===== src/rtl/uart_frame_sender_if.sv =====
// Byte-stream handshake between the frame sender and the byte UART TX core.
// A byte moves on any clock edge where tx_valid and tx_ready are both high.
interface uart_frame_sender_if;
    logic       tx_valid;
    logic [7:0] tx_data;
    logic       tx_ready;

    modport master (output tx_valid, output tx_data, input tx_ready);
    modport slave  (input tx_valid, input tx_data, output tx_ready);
endinterface


===== src/rtl/uart_frame_sender.sv =====
// Latches an NBYTES-wide frame and streams it MSB byte first into a byte UART,
// with optional periodic repeat, a programmable inter-frame gap and a graceful stop.
module uart_frame_sender #(
    parameter int NBYTES = 5,
    parameter int GAP_W  = 16,
    parameter int CNT_W  = 16
) (
    input  logic                  clk,
    input  logic                  rst,
    input  logic                  start,
    input  logic                  stop,
    input  logic                  repeat_en,
    input  logic [GAP_W-1:0]      gap_cycles,
    input  logic [8*NBYTES-1:0]   frame_in,
    uart_frame_sender_if.master   bus,
    output logic                  busy,
    output logic                  done,
    output logic [CNT_W-1:0]      frame_cnt,
    output logic [2:0]            sta
);

    localparam int FW    = 8 * NBYTES;
    localparam int IDX_W = (NBYTES > 2) ? $clog2(NBYTES) : 1;

    typedef enum logic [2:0] {
        ST_IDLE = 3'd0,
        ST_LOAD = 3'd1,
        ST_SEND = 3'd2,
        ST_GAP  = 3'd3,
        ST_DONE = 3'd4
    } state_t;

    state_t              state_r;
    state_t              state_nx_s;
    logic [FW-1:0]       shift_r;
    logic [IDX_W-1:0]    byte_idx_r;
    logic [GAP_W-1:0]    gap_cnt_r;
    logic                stop_lat_r;
    logic                tx_valid_r;
    logic [7:0]          tx_data_r;
    logic                done_r;
    logic                busy_r;
    logic [CNT_W-1:0]    frame_cnt_r;
    logic                xfer_s;
    logic                last_s;
    logic                stop_any_s;

    assign xfer_s     = (state_r == ST_SEND) && tx_valid_r && bus.tx_ready;
    assign last_s     = (byte_idx_r == IDX_W'(NBYTES - 1));
    // A stop arriving on the same edge as the last byte still prevents the gap.
    assign stop_any_s = stop_lat_r || stop;

    assign bus.tx_valid = tx_valid_r;
    assign bus.tx_data  = tx_data_r;
    assign busy         = busy_r;
    assign done         = done_r;
    assign frame_cnt    = frame_cnt_r;
    assign sta          = state_r;

    // State register.
    always_ff @(posedge clk or negedge rst) begin
        if (!rst) begin
            state_r <= ST_IDLE;
        end else begin
            state_r <= state_nx_s;
        end
    end

    // Next-state decode; GAP lasts max(gap_cycles, 1) cycles.
    always_comb begin
        state_nx_s = ST_IDLE;
        case (state_r)
            ST_IDLE: begin
                if (start) begin
                    state_nx_s = ST_LOAD;
                end else begin
                    state_nx_s = ST_IDLE;
                end
            end
            ST_LOAD: state_nx_s = ST_SEND;
            ST_SEND: begin
                if (xfer_s && last_s) begin
                    if (repeat_en && !stop_any_s) begin
                        state_nx_s = ST_GAP;
                    end else begin
                        state_nx_s = ST_DONE;
                    end
                end else begin
                    state_nx_s = ST_SEND;
                end
            end
            ST_GAP: begin
                if (stop_any_s) begin
                    state_nx_s = ST_DONE;
                end else if (gap_cnt_r <= GAP_W'(1)) begin
                    state_nx_s = ST_LOAD;
                end else begin
                    state_nx_s = ST_GAP;
                end
            end
            ST_DONE: state_nx_s = ST_IDLE;
            default: state_nx_s = ST_IDLE;
        endcase
    end

    // Datapath: frame shift register, byte output, gap/frame counters, stop latch.
    always_ff @(posedge clk or negedge rst) begin
        if (!rst) begin
            shift_r     <= '0;
            byte_idx_r  <= '0;
            gap_cnt_r   <= '0;
            stop_lat_r  <= 1'b0;
            tx_valid_r  <= 1'b0;
            tx_data_r   <= 8'h00;
            done_r      <= 1'b0;
            busy_r      <= 1'b0;
            frame_cnt_r <= '0;
        end else begin
            done_r <= (state_nx_s == ST_DONE);
            busy_r <= (state_nx_s != ST_IDLE);

            if (state_r == ST_IDLE) begin
                if (start) begin
                    stop_lat_r <= 1'b0;
                end
            end else if (stop) begin
                stop_lat_r <= 1'b1;
            end

            case (state_r)
                ST_IDLE: begin
                    tx_valid_r <= 1'b0;
                    if (start) begin
                        shift_r     <= frame_in;
                        frame_cnt_r <= '0;
                    end
                end
                ST_LOAD: begin
                    tx_valid_r <= 1'b1;
                    tx_data_r  <= shift_r[FW-1 -: 8];
                    byte_idx_r <= '0;
                end
                ST_SEND: begin
                    if (xfer_s) begin
                        if (last_s) begin
                            tx_valid_r  <= 1'b0;
                            frame_cnt_r <= frame_cnt_r + CNT_W'(1);
                            gap_cnt_r   <= gap_cycles;
                        end else begin
                            tx_data_r  <= shift_r[FW-9 -: 8];
                            shift_r    <= {shift_r[FW-9:0], 8'h00};
                            byte_idx_r <= byte_idx_r + IDX_W'(1);
                        end
                    end
                end
                ST_GAP: begin
                    tx_valid_r <= 1'b0;
                    if (state_nx_s == ST_LOAD) begin
                        shift_r <= frame_in;
                    end
                    if (gap_cnt_r != GAP_W'(0)) begin
                        gap_cnt_r <= gap_cnt_r - GAP_W'(1);
                    end
                end
                ST_DONE: tx_valid_r <= 1'b0;
                default: tx_valid_r <= 1'b0;
            endcase
        end
    end

endmodule


===== src/flat_wrapper.sv =====
// flat-port wrapper written by rule: the top's interface ports become plain ports
module uart_frame_sender_flat 
#(
    parameter int NBYTES = 5,
    parameter int GAP_W  = 16,
    parameter int CNT_W  = 16
)
  (clk, rst, start, stop, repeat_en, gap_cycles, frame_in, busy, done, frame_cnt, sta, bus_tx_valid, bus_tx_data, bus_tx_ready);
  uart_frame_sender_if bus_i ();
  input  logic clk;
  input  logic rst;
  input  logic start;
  input  logic stop;
  input  logic repeat_en;
  input  logic [GAP_W-1:0] gap_cycles;
  input  logic [8*NBYTES-1:0] frame_in;
  output logic busy;
  output logic done;
  output logic [CNT_W-1:0] frame_cnt;
  output logic [2:0] sta;
  output wire logic [$bits(bus_i.tx_valid)-1:0] bus_tx_valid;
  output wire logic [$bits(bus_i.tx_data)-1:0] bus_tx_data;
  input wire logic [$bits(bus_i.tx_ready)-1:0] bus_tx_ready;
  assign bus_tx_valid = bus_i.tx_valid;
  assign bus_tx_data = bus_i.tx_data;
  assign bus_i.tx_ready = bus_tx_ready;
  uart_frame_sender #(.NBYTES(NBYTES), .GAP_W(GAP_W), .CNT_W(CNT_W)) u_core (.clk(clk), .rst(rst), .start(start), .stop(stop), .repeat_en(repeat_en), .gap_cycles(gap_cycles), .frame_in(frame_in), .bus(bus_i), .busy(busy), .done(done), .frame_cnt(frame_cnt), .sta(sta));
endmodule

===== config.mk =====
export PLATFORM = sky130hd
export DESIGN_NAME = uart_frame_sender_flat
export DESIGN_NICKNAME = d
export VERILOG_FILES = /design/src/rtl/uart_frame_sender_if.sv /design/src/rtl/uart_frame_sender.sv /design/src/flat_wrapper.sv
export SDC_FILE = /design/constraint.sdc
export NUM_CORES = 1
export LEC_CHECK = 0
export BUFFER_PORTS_ARGS = -buffer_cell sky130_fd_sc_hd__clkbuf_2
export CAP_MARGIN = 10
export CORE_ASPECT_RATIO = 2
export CORE_MARGIN = 10
export CORE_UTILIZATION = 59
export CTS_CLUSTER_SIZE = 24
export DETAILED_ROUTE_END_ITERATION = 10
export PLACE_DENSITY = 0.84
export SYNTH_ARGS = -nofsm -noshare
export SYNTH_HDL_FRONTEND = slang
export SYNTH_SLANG_ARGS = --single-unit

===== constraint.sdc =====
create_clock -name clk -period 4.82 [get_ports clk]
set_clock_uncertainty 0.15 [all_clocks]
set_input_delay 0.482 -clock clk [delete_from_list [all_inputs] [get_ports clk]]
set_output_delay 0.482 -clock clk [all_outputs]
set_load 0.02 [all_outputs]

# Yosys cells after proc, flatten, opt, wreduce, memory -nomap -nowiden
# Cells that the tools add are included.
totals:
  regBits: 90
  out_inout_bits: 30
classes:
  add_sub_neg: 3
  magnitude_cmp: 1
  eq_ne: 12
  n_mux: 31
  reduce_logical: 20
ops:
  columns: ["op", "n"]
  rows:
  - ["$mux 40", 4]
  - ["$pmux 40 s3", 1]
  - ["$mux 16", 6]
  - ["$pmux 16 s2", 2]
  - ["$add 16x1->16 const B", 1]
  - ["$le 16x1->1 const B", 1]
  - ["$mux 8", 2]
  - ["$pmux 8 s2", 1]
  - ["$reduce_bool 16->1", 1]
  - ["$sub 16x1->16 const B", 1]
  - ["$mux 3", 5]
  - ["$pmux 3 s4", 1]
  - ["$ne 2x1->1 const B", 4]
  - ["$reduce_and 4->1", 2]
  - ["$reduce_bool 2->1", 4]
  - ["$eq 3x1->1 const B", 2]
  - ["$eq 3x2->1 const B", 2]
  - ["$eq 3x3->1 const B", 2]
  - ["$mux 1", 6]
  - ["$pmux 3 s2", 1]
  - ["$reduce_bool 3->1", 2]
  - ["$reduce_and 5->1", 1]
  - ["$logic_and 1x1->1", 4]
  - ["$ne 2x2->1 const B", 2]
  - ["other kinds (8)", 9]

# Depth between registers and ports, before layout
# Gate-level depths: netlist of the first run.
logic_depth:
  word_depth: 9
  mapped_depth: 8
  depth_no_buf: 7

# Worst setup path after synthesis of the first run
# No wires, ideal clock.
synth_timing:
  path_type: "register to register"
  from: "register u_core.gap_cnt_r[8]"
  to: "register u_core.shift_r[10]"
  setup_time_ps: 125
  t_arrival_ps: 2093
  setup_slack_ps: 2452
  stages_incl_launch_ff: 7
  path_buffers: 1
  synth_period_minus_slack_ps: 2368
  path_cell_list: "dfrtp_1 -> or3_1 -> or4_4 -> o31ai_4 -> o221ai_2 -> buf_6 -> mux2_4"
synth_via:
  elab_chain_len: 7
synth_lines:
  columns: ["item", "line", "text"]
  rows:
  - ["start: declaration", "uart_frame_sender.sv:37", "logic [GAP_W-1:0] gap_cnt_r;"]
  - ["start signal: assignment", "uart_frame_sender.sv:148", "gap_cnt_r <= gap_cycles;"]
  - ["start signal: assignment", "uart_frame_sender.sv:162", "gap_cnt_r <= gap_cnt_r - GAP_W'(1);"]
  - ["$le 16x1->1", "uart_frame_sender.sv:95", "end else if (gap_cnt_r <= GAP_W'(1)) begin"]
  - ["$mux 2", "uart_frame_sender.sv:95", null]
  - ["$mux 3", "uart_frame_sender.sv:93", "if (stop_any_s) begin"]
  - ["$pmux 3 s4", "uart_frame_sender.sv:72", "case (state_r)"]
  - ["$eq 3x1->1", "uart_frame_sender.sv:158", "if (state_nx_s == ST_LOAD) begin"]
  - ["$ne 2x1->1 (no line)", null, null]
  - ["$reduce_and 5->1 (no line)", null, null]
  - ["end signal: assignment", "uart_frame_sender.sv:134", "shift_r <= frame_in;"]
  - ["end signal: assignment", "uart_frame_sender.sv:151", "shift_r <= {shift_r[FW-9:0], 8'h00};"]
  - ["end signal: assignment", "uart_frame_sender.sv:159", "shift_r <= frame_in;"]
  - ["end: declaration", "uart_frame_sender.sv:35", "logic [FW-1:0] shift_r;"]
# No other way between the ends.
# A chain may end at the register's enable or synchronous reset.

# Final worst setup path of the first run
layout_timing:
  from: "register u_core.state_r[0], in the netlist u_core.sta[0]"
  to: "register u_core.shift_r[8]"
layout_via:
  elab_chain_len: 9
  elab_cells_between_ends: 17
  cone_classes: "8 x eq/ne; 3 x mux; 6 x reduce/logical"
layout_lines:
  columns: ["item", "line", "text"]
  rows:
  - ["start: declaration", "uart_frame_sender.sv:33", "state_t state_r;"]
  - ["start signal: assignment", "uart_frame_sender.sv:65", "state_r <= state_nx_s;"]
  - ["$eq 3x2->1", "uart_frame_sender.sv:48, uart_frame_sender.sv:72, uart_frame_sender.sv:130", null]
  - ["$logic_and 1x1->1 (2 in series)", "uart_frame_sender.sv:48", "assign xfer_s = (state_r == ST_SEND) && tx_valid_r && bus.tx_ready;"]
  - ["$logic_and 1x1->1", "uart_frame_sender.sv:82", "if (xfer_s && last_s) begin"]
  - ["$mux 3", "uart_frame_sender.sv:82", null]
  - ["$pmux 3 s4", "uart_frame_sender.sv:72", null]
  - ["$eq 3x1->1", "uart_frame_sender.sv:158", null]
  - ["$ne 2x1->1 (no line)", null, null]
  - ["$reduce_and 5->1 (no line)", null, null]
# Parallel ways exist; a longest one is shown, timed or not.

==> summary.md, run 1 <==
| Metric | Value |
|---|---|
| Die Ht | roughly 150 um |
| Post-CTS Hold Buffers | 1 |
| Final core area utilization | between 70% and 80% |
| Pre-Repair DR Iteration Count | 5 |
| Die area | 0.0122 sq mm |
| HP Class | primary input to flip-flop |
| Design area | approximately 0.0055 sq mm |
| Largest net degree at the start of global routing | between 50 and 60 |
| Clock sinks | 90 |
| Leakage power | 2.74 nW |
| Worst EP arrival | about 3.2 ns |
| CTS Buf Count | 9 |
| Placed Area | 0.00523 sq mm |
| Share of cells above drive strength 1 | about a quarter |
| Yosys warning count | 0 |
| First-pass GRT wire length | 19.2 mm |
| Worst setup EP type | flip-flop |
| Site Rows | 46 |
| Worst-Margin Slew | 1.08 ns |
| Slowest-stage cell, CP | nand3b_1 |
| Kind of critical path | flip-flop to flip-flop |
| Synthesized area | 0.00474 sq mm |
| Core Area | around 0.008 sq mm |
| Drt wl/cell | approximately 17 um |
| Diode count | 0 |
| Delay of the slowest critical-path stage | between 0.7 and 0.8 ns |
| Num ports | 92 |
| Asr flop ratio synth | 100% |
| Top_reg_cell synth | dfrtp_1 |
| Vias per cell | about 5.8 |
| Final WS setup | 1.71 ns |
| CP startpoint kind | flip-flop |
| Synth-to-Final Area Change | 17.1% |
| Worst path bufs/invs | 1 |
| CP cell instances | nand3b_1, o221ai_4, buf_4, mux2_4 |
| Peak supply drop | between 0.0003 and 0.0004 V |
| Worst endpoint required time | 4.89 ns |
| Post-CTS Resized | 0 |
| Int Power | 2.24 mW |
| Antenna Nets Post-Route | 0 |
| Worst-path maximum fanout | 37 |
| CTS HTree Levels | 3 |
| Critical Path Source | u_core.sta[0]$_DFF_PN0_ |
| Drt first-iter violations | 228 |
| Fin nets | 641 |
| Synthesized flop and latch total | 90 |
| Worst-Skew Late Latency | around 0.34 ns |
| Share of the synthesized area in the top cell type | between 40% and 50% |
| Status | finished, final reports clean |
| Bufs on Longest Clock Path | 2 |
| Pwr Density | between 600 and 700 mW/mm^2 |
| Final Hold Vio Count | 0 |
| Combinational Power Share | between 40% and 50% |
| Max cap viols | 0 |
| Cells after Synth | about 490 |
| Vias in the first global route | 3,959 |
| I/O Buffers | 91 |
| Register area | 0.00225 sq mm |
| Syn_nets | ~560 |
| Routed WL | 11.3 mm |
| CTS tree | built |
| Psw | between 1 and 1.5 mW |
| RSZ-0062 raised after global routing | false |
| Total global routing overflow | 0 |
| Multi-input logic area | roughly 0.0023 sq mm |
| Hpwl dp | approximately 8.3 mm |
| Commonest non-fill, non-tap cell in the layout | nand2_1 |
| Clock Tree Root | clkbuf_16 |
| Period utilisation layout | 64.5% |
| Clock power share | between 10% and 20% |
| Synth area leader | dfrtp_1 |
| Setup Buffers After CTS | 0 |
| Hold WS | between 0.2 and 0.25 ns |
| Unique masters post-synth | 51 |
| Switching share of total power | ~38% |
| GP Congestion | 0.862 |
| Reg-to-Reg Start | u_core.sta[0]$_DFF_PN0_ |
| Top post-synthesis cells by area | dfrtp_1 48%, mux2_4 10%, nand2_1 9.7%, a21oi_1 2.9%, nor2_1 2.9% |
| Starting Density | 60.1% |
| Flop pwr share | a little over a third |
| Max_slew headroom | 27.6% |
| EDFF count, synth | 0 |
| HP Start | frame_in[6] |
| Reg2Reg Setup Slack | 1.71 ns |
| Initial antenna violation count | 0 |
| Fmax | between 0.3 and 0.4 GHz |
| Setup TNS | 0 ns |
| Dpl ws | 1.55 ns |
| Vias | 3,916 |
| Top Family by Delay on Critical Path | simple AND/OR/NAND/NOR gates |
| Fill cells | about 600 |
| DRC errors left | 0 |
| Final setup viols | 0 |
| Die W | about 83 um |
| Most frequent cells in the layout | 123 x nand2_1, 90 x clkbuf_2, 90 x dfrtp_1 |
| Slew Viols, Final | 0 |
| Sequential area share after synthesis | 47.5% |
| Synth Area per Inst | 9.65 sq um |
| GRT Total Usage | 18.6% |
| Minimum clock period after layout | between 3 and 4 ns |
| CTS clk-pin slew, worst paths | about 0.06 ns |
## stage by stage
step	cells	power, mW
4_1_cts	673	3.62
5_1_grt	674	3.87
3_3_place_gp	656	2.83
3_5_place_dp	656	2.92
2_1_floorplan	491	2.58
6_report	674	3.61
## layout make-up
type	count	area share, %
Multi-Input combinational cell	363	41.9
Sequential cell	90	40.6
Timing Repair Buffer	98	9.25
Clock buffer	11	4.38
Tap cell	96	2.17
Clock inverter	5	0.970
Inverter	11	0.744
## cells in the mapped netlist (2+ instances only)
| cell | number |
|---|---|
| a31oi_1 | 5 |
| nand4_1 | 3 |
| o22a_1 | 3 |
| and3_1 | 2 |
| clkbuf_1 | 14 |
| nor3_1 | 15 |
| and4_1 | 2 |
| o2bb2ai_1 | 2 |
| buf_1 | 4 |
| buf_6 | 4 |
| nor2_1 | 36 |
| a21o_1 | 2 |
| nand3_1 | 7 |
| inv_1 | 11 |
| or3_1 | 7 |
| o21ai_0 | 14 |
| xor2_1 | 3 |
| nor3b_1 | 5 |
| nor4b_1 | 3 |
| nand2_1 | 123 |
| a221o_1 | 8 |
| o211ai_1 | 2 |
| o31ai_1 | 3 |
| or3b_2 | 2 |
| nor4_1 | 7 |
| buf_2 | 5 |
| xnor2_1 | 9 |
| a22o_1 | 8 |
| o21a_1 | 3 |
| mux2_4 | 32 |
| a21oi_1 | 27 |
| ha_1 | 6 |
| o22ai_1 | 7 |
| dfrtp_1 | 90 |
## cell families after synthesis
logic type / share of synthesized area (%)
AOI/OAI and AO/OA: 13.6
xor gates and xnor gates: 2.22
adders and majority gates: 1.58
muxes: 10.1
DFF: 47.5
buffers and inverters: 3.77
and+or+nand+nor: 21.1
## per-layer routing
metal	vias up	wire length (um)	global-route usage [%]
met5	-	0	0
met1	1899	4330	20.6
met2	119	6110	32.7
met4	0	293	8.22
met3	21	586	4.54
li1	1877	-	-
## worst paths after layout
check,endpoint,cells after the start
worst max-delay path,u_core.shift_r[8]$_DFFE_PN0P_,4
worst min-delay path,u_core.shift_r[6]$_DFFE_PN0P_,2
worst max register to register,u_core.shift_r[8]$_DFFE_PN0P_,4
worst min register to register,u_core.shift_r[4]$_DFFE_PN0P_,1
max in group asynchronous,u_core.shift_r[15]$_DFFE_PN0P_,3
min in group asynchronous,u_core.frame_cnt[14]$_DFFE_PN0P_,2
## power by group through the flow
| stage | combinational [mW] | clock [mW] | sequential, mW |
|---|---|---|---|
| after floorplan | 1.30 | 0 | 1.28 |
| after CTS | 1.61 | 0.708 | 1.30 |
| after detailed placement | 1.61 | 0 | 1.31 |
| after global placement | 1.53 | 0 | 1.29 |
| after global routing | 1.78 | 0.745 | 1.35 |
| final | 1.61 | 0.697 | 1.31 |
## sequential cells by signal (all words and copies together), names as in the netlist
| signal | cells |
|---|---|
| u_core.sta | 3 |
| u_core.bus.tx_valid | 1 |
| u_core.shift_r | 40 |
| u_core.busy | 1 |
| u_core.bus.tx_data | 8 |
| u_core.frame_cnt | 16 |
| u_core.stop_lat_r | 1 |
| u_core.gap_cnt_r | 16 |
| u_core.byte_idx_r | 3 |
| u_core.done | 1 |
(Power assumes the default switching activity.)
==> inputs of run 2 (changes only) <==
CORE_UTILIZATION = 56   (was 59)
PLACE_DENSITY = 0.81   (was 0.84)
clock period = 3.2 ns   (was 4.82 ns; I/O delays follow)
==> summary.md, run 2 (synthesis gave the netlist of run 1 again) <==
| Metric | Value |
|---|---|
| Status | finished, final reports clean |
| Die Ht | 150 um (+2.3%) |
| Site Rows | 47 (+2.2%) |
| CTS clk-pin slew, worst paths | 0.06 ns (about the same) |
| RSZ-0062 raised after global routing | false |
| HP Start | frame_in[7] |
| Initial antenna violation count | 0 (unchanged) |
| Largest Register | u_core.shift_r |
| Core Area | 0.00829 sq mm (+5.2%) |
| Post-CTS Resized | 0 (unchanged) |
| CTS Buf Count | 9 (unchanged) |
| Peak supply drop | 0.000520 V (+44%) |
| Register area | 0.00225 sq mm (unchanged) |
| I/O Buffers | 91 (unchanged) |
| Worst endpoint required time | 3.28 ns (-1.61 ns) |
| Hold WS | 0.0420 ns (-0.163 ns) |
| Hold endpoint | u_core.shift_r[7]$_DFFE_PN0P_ |
| Die area | 0.0128 sq mm (+4.3%) |
| First-pass GRT wire length | 19.5 mm (+1.4%) |
| Routed WL | 11.6 mm (+2.6%) |
| Largest net degree at the start of global routing | 41 (-25%) |
| Synth-to-Final Area Change | 18.5% |
| Delay of the slowest critical-path stage | 0.47 ns (-0.27 ns) |
| Clock Tree Root | clkbuf_16 |
| Total global routing overflow | 0 (unchanged) |
| Setup Buffers After CTS | 0 (unchanged) |
| HP Class | primary input to flip-flop |
| Reg2Reg Setup Slack | 0.50 ns (-1.21 ns) |
| Final setup viols | 0 (unchanged) |
| Multi-input logic area | 0.00232 sq mm (unchanged) |
| Clock sinks | 90 (unchanged) |
| GP Congestion | 0.849 (-1.5%) |
| Slew Viols, Final | 0 (unchanged) |
| Most frequent cells in the layout | 123 x nand2_1, 90 x clkbuf_2, 90 x dfrtp_1 |
| Worst-Margin Slew | 0.678 ns (-0.403 ns) |
| Vias | 3,929 (+0.33%) |
| Worst setup EP type | flip-flop |
| Pwr Density | 992 mW/mm^2 (+52%) |
| Pwr Total | 5.57 mW (+54%) |
| Die W | 85.1 um (+2.0%) |
| Kind of critical path | flip-flop to flip-flop |
| Starting Density | 57.2% (-2.9 points) |
| Worst-path maximum fanout | 40 (+8.1%) |
| Final Hold Vio Count | 0 (unchanged) |
| Max cap viols | 0 (unchanged) |
| Vias in the first global route | 4,023 (+1.6%) |
| CTS HTree Levels | 3 (unchanged) |
| Worst EP arrival | 2.77 ns (-0.41 ns) |
| Reg-to-Reg Start | u_core.gap_cnt_r[8]$_DFFE_PN0P_ |
| Setup TNS | 0 ns (unchanged) |
| Met3 Use GR | 4.71% (+0.17 points) |
| Commonest non-fill, non-tap cell in the layout | nand2_1 |
| Hpwl dp | 8.41 mm (+1.7%) |
| CP cell instances | or3_1, or4_4, o31ai_4, o221ai_4, buf_4, mux2_4 |
| Bufs on Longest Clock Path | 2 (unchanged) |
| Top Family by Delay on Critical Path | simple AND/OR/NAND/NOR gates |
| Fin nets | 647 (+0.94%) |
| Vias per cell | 5.77 (-0.70%) |
| Drt first-iter violations | 242 (+6.1%) |
| Worst-Skew Late Latency | 0.34 ns (about the same) |
| Fill cells | 663 (+10%) |
| GRT Total Usage | 18.2% (-0.49 points) |
| Register-to-Register Path Depth | 6 (+2) |
| Leakage power | 2.78 nW (+1.4%) |
| Layer with the highest usage | met2 |
| Num ports | 92 (unchanged) |
| Slowest-stage cell, CP | or4_4 |
| Met1 GRT Util | 20.4% (-0.15 points) |
| Hold depth | 2 (unchanged) |
| Drt wl/cell | 17.0 um (+1.5%) |
| Antenna Nets Post-Route | 0 (unchanged) |
| DRC errors left | 0 (unchanged) |
| Max_slew headroom | 54.8% (+27 points) |
| Pre-Repair DR Iteration Count | 4 (-1) |
| CP startpoint kind | flip-flop |
| Fmax | 0.371 GHz (+15%) |
| Number of flip-flops in the largest register | 40 (unchanged) |
| Period utilisation layout | 84.2% (+20 points) |
| R2R Path End | u_core.shift_r[20]$_DFFE_PN0P_ |
| Worst path bufs/invs | 1 (unchanged) |
| Diode count | 0 (unchanged) |
| Share of cells above drive strength 1 | 27.4% (+0.80 points) |
| CTS tree | built |
| Met2 GRT Util | 31.9% (-0.80 points) |
| Minimum clock period after layout | 2.70 ns (-0.413 ns) |
==> run 2: changes by cell type in the layout (fill, tap and decap cells not counted) <==
cell	change
buf_4	+6
bufinv_16	+1
clkbuf_1	-1
clkinv_2	-1
==> run 2: how the worst max path moves through the flow <==
stage,depth (start not counted),slack [ns],start,end
detailed placement,6,0.53,u_core.gap_cnt_r[8]$_DFFE_PN0P_,u_core.shift_r[38]$_DFFE_PN0P_
CTS,6,0.53,u_core.gap_cnt_r[8]$_DFFE_PN0P_,u_core.shift_r[13]$_DFFE_PN0P_
global route,6,0.42,u_core.gap_cnt_r[8]$_DFFE_PN0P_,u_core.shift_r[13]$_DFFE_PN0P_
global placement,6,0.58,u_core.gap_cnt_r[11]$_DFFE_PN0P_,u_core.shift_r[21]$_DFFE_PN0P_
finish,6,0.50,u_core.gap_cnt_r[8]$_DFFE_PN0P_,u_core.shift_r[20]$_DFFE_PN0P_
floorplan,6,0.83,u_core.gap_cnt_r[8]$_DFFE_PN0P_,u_core.shift_r[10]$_DFFE_PN0P_
==> run 2: what timing repair did <==
item	CTS	global route
hold endpoints to repair	33	0
hold buffers	1	0
endpoints found under the setup margin	0	0
==> run 2: per-stage QoR <==
| step | cell area, sq um | setup slack, ns | util [%] | cells |
|---|---|---|---|---|
| final | 5620 | 0.505 | 67.7 | 681 |
| after global routing | 5620 | 0.420 | 67.7 | 681 |
| after CTS | 5620 | 0.533 | 67.7 | 681 |
| after detailed placement | 5290 | 0.532 | 63.8 | 665 |
| after global placement | 5290 | 0.575 | 63.8 | 665 |
| after floorplan | 4740 | 0.832 | - | 491 |
==> run 2: layout make-up <==
class | instances | share of cell area, %
clock buffer | 10 | 4.25
inverter | 11 | 0.735
multi-input combinational | 363 | 41.4
clock inverter | 5 | 1.40
timing repair buffer | 104 | 9.94
tap | 98 | 2.18
sequential | 90 | 40.1
==> run 2: report_power, final <==
group | leakage (nW) | total, mW | internal, mW | switching (mW)
Combinational | 1.49 | 2.46 | 1.19 | 1.27
Sequential | 1.13 | 1.98 | 1.59 | 0.389
Clock | 0.158 | 1.13 | 0.699 | 0.433
Total | 2.78 | 5.57 | 3.48 | 2.09
==> run 2: per-layer routing <==
| layer | share of wire (%) | wire [um] |
|---|---|---|
| met5 | 0 | 0 |
| met4 | 2.2 | 251 |
| met3 | 4.5 | 519 |
| met2 | 54 | 6230 |
| met1 | 40 | 4610 |
==> inputs of run 3 (changes only) <==
clock period = 2.8 ns   (was 3.2 ns; I/O delays follow)
==> summary.md, run 3 (synthesis gave the netlist of run 1 again) <==
| Metric | Value |
|---|---|
| Clock sinks | 90 (unchanged) |
| Clock Tree Root | clkbuf_16 |
| Final setup viols | 0 (unchanged) |
| GRT Total Usage | 18.4% (+0.24 points) |
| Worst path bufs/invs | 1 (unchanged) |
| Starting Density | 57.2% (unchanged) |
| Routed WL | 11.6 mm (-0.26%) |
| Site Rows | 47 (unchanged) |
| CTS clk-pin slew, worst paths | 0.06 ns (about the same) |
| Design area | 0.00568 sq mm (+1.2%) |
| Die Ht | 150 um (unchanged) |
| CTS tree | built |
| Largest Register | u_core.shift_r |
| Largest net degree at the start of global routing | 50 (+22%) |
| CTS HTree Levels | 3 (unchanged) |
| Post-CTS Resized | 0 (unchanged) |
| Vias in the first global route | 4,114 (+2.3%) |
| Worst-Margin Slew | 0.552 ns (-0.126 ns) |
| RSZ-0062 raised after global routing | false |
| Max_slew headroom | 63.2% (+8.4 points) |
| Vias | 3,923 (-0.15%) |
| Die W | 85.1 um (unchanged) |
| Core Area | 0.00829 sq mm (unchanged) |
| Setup TNS | 0 ns (unchanged) |
| Initial antenna violation count | 0 (unchanged) |
| First-pass GRT wire length | 19.5 mm (+0.21%) |
| Worst-Skew Late Latency | 0.34 ns (about the same) |
| Number of flip-flops in the largest register | 40 (unchanged) |
| Worst endpoint required time | 2.87 ns (-0.41 ns) |
| Post-CTS Hold Buffers | 4 (+3) |
| Setup Buffers After CTS | 0 (unchanged) |
| Pre-Repair DR Iteration Count | 4 (unchanged) |
| Fin nets | 650 (+0.46%) |
| DRC errors left | 0 (unchanged) |
| Pwr Density | 1130 mW/mm^2 (+14%) |
| Vias per cell | 5.73 (-0.74%) |
| Placed Cells incl. Taps | 665 (unchanged) |
| Diode count | 0 (unchanged) |
| Peak supply drop | 0.000715 V (+37%) |
| Non-filler instance count after layout | 685 (+0.59%) |
| Status | finished, final reports clean |
| GP Congestion | 0.837 (-1.4%) |
| Minimum clock period after layout | 2.53 ns (-0.162 ns) |
| Bufs on Longest Clock Path | 2 (unchanged) |
| Worst setup EP type | flip-flop |
| Kind of critical path | flip-flop to flip-flop |
| CTS Buf Count | 9 (unchanged) |
| Hpwl dp | 8.39 mm (-0.25%) |
| Total global routing overflow | 0 (unchanged) |
| Placed Area | 0.00531 sq mm (+0.47%) |
| Share of cells above drive strength 1 | 27.4% (about the same) |
| CP cell instances | or3_1, or4_4, o31ai_4, o221ai_4, buf_12, mux2_4 |
| Antenna Nets Post-Route | 0 (unchanged) |
| Period utilisation layout | 90.5% (+6.2 points) |
| Final Hold Vio Count | 0 (unchanged) |
| Num ports | 92 (unchanged) |
| I/O Buffers | 91 (unchanged) |
| Slowest-stage cell, CP | or4_4 |
| Fmax | 0.395 GHz (+6.4%) |
| Worst-path maximum fanout | 40 (unchanged) |
| CP startpoint kind | flip-flop |
| Commonest non-fill, non-tap cell in the layout | nand2_1 |
| Fill cells | 636 (-4.1%) |
| Drt first-iter violations | 267 (+10%) |
| Drt wl/cell | 16.9 um (-0.84%) |
| Top Family by Delay on Critical Path | simple AND/OR/NAND/NOR gates |
| HP Class | primary input to flip-flop |
| Slew Viols, Final | 0 (unchanged) |
| Max cap viols | 0 (unchanged) |
| Worst EP arrival | 2.60 ns (-0.17 ns) |
| Die area | 0.0128 sq mm (unchanged) |
| Most frequent cells in the layout | 123 x nand2_1, 90 x clkbuf_2, 90 x dfrtp_1 |
| Leakage power | 2.81 nW (+0.84%) |
| Synth-to-Final Area Change | 19.9% |
| Delay of the slowest critical-path stage | 0.47 ns (about the same) |
-- run 3: worst reg2reg max path: cells and delay by family, from the launching register on --
kind / cells / cell delay (ns)
compound gates: 2 / 0.39
simple gates: 2 / 0.85
buf+inv: 1 / 0.23
flops: 1 / 0.45
mux: 1 / 0.34
-- run 3: worst paths after layout --
path | depth (start not counted) | from | slack (ns) | to
min in group asynchronous | 2 | rst | 0.32 | u_core.frame_cnt[13]$_DFFE_PN0P_
max in group asynchronous | 3 | rst | 1.53 | u_core.shift_r[14]$_DFFE_PN0P_
worst min-delay path | 2 | frame_in[1] | 0.01 | u_core.shift_r[1]$_DFFE_PN0P_
worst max-delay path | 6 | u_core.gap_cnt_r[8]$_DFFE_PN0P_ | 0.27 | u_core.shift_r[18]$_DFFE_PN0P_
worst min register to register | 1 | u_core.shift_r[3]$_DFFE_PN0P_ | 0.36 | u_core.shift_r[3]$_DFFE_PN0P_
worst max register to register | 6 | u_core.gap_cnt_r[8]$_DFFE_PN0P_ | 0.27 | u_core.shift_r[18]$_DFFE_PN0P_
-- run 3: per-layer routing --
metal | track usage (%) | wire length, um
met1 | 20.3 | 4510
met4 | 8.03 | 301
met2 | 32.3 | 6220
met3 | 4.65 | 541
met5 | 0 | 0
-- run 3: report_power, final --
group          leakage (nW)  switching [mW]  total (mW)  internal [mW]
Combinational          1.52            1.45        2.84           1.39
Clock                 0.159           0.499        1.31          0.807
Sequential             1.13           0.444        2.26           1.82
-- run 3: final cells by class --
class	instances	area [sq um]	share of cell area, %
Multi-Input combinational cell	363	2320	40.9
Clock buffer	10	239	4.21
Tap cell	98	123	2.16
Sequential cell	90	2250	39.6
Clock inverter	6	90.1	1.59
Inverter	11	41.3	0.727
Timing Repair Buffer	107	613	10.8
-- run 3: metrics by stage --
step,total power [mW],hold WS (ns),setup slack [ns],util (%)
floorplan,4.44,-0.166,0.432,-
global placement,4.95,0.149,0.328,64.1
detailed placement,5.12,0.158,0.270,64.1
CTS,6.45,0.00183,0.267,68.5
global route,6.85,0.0168,0.207,68.5
finish,6.41,0.0115,0.267,68.5
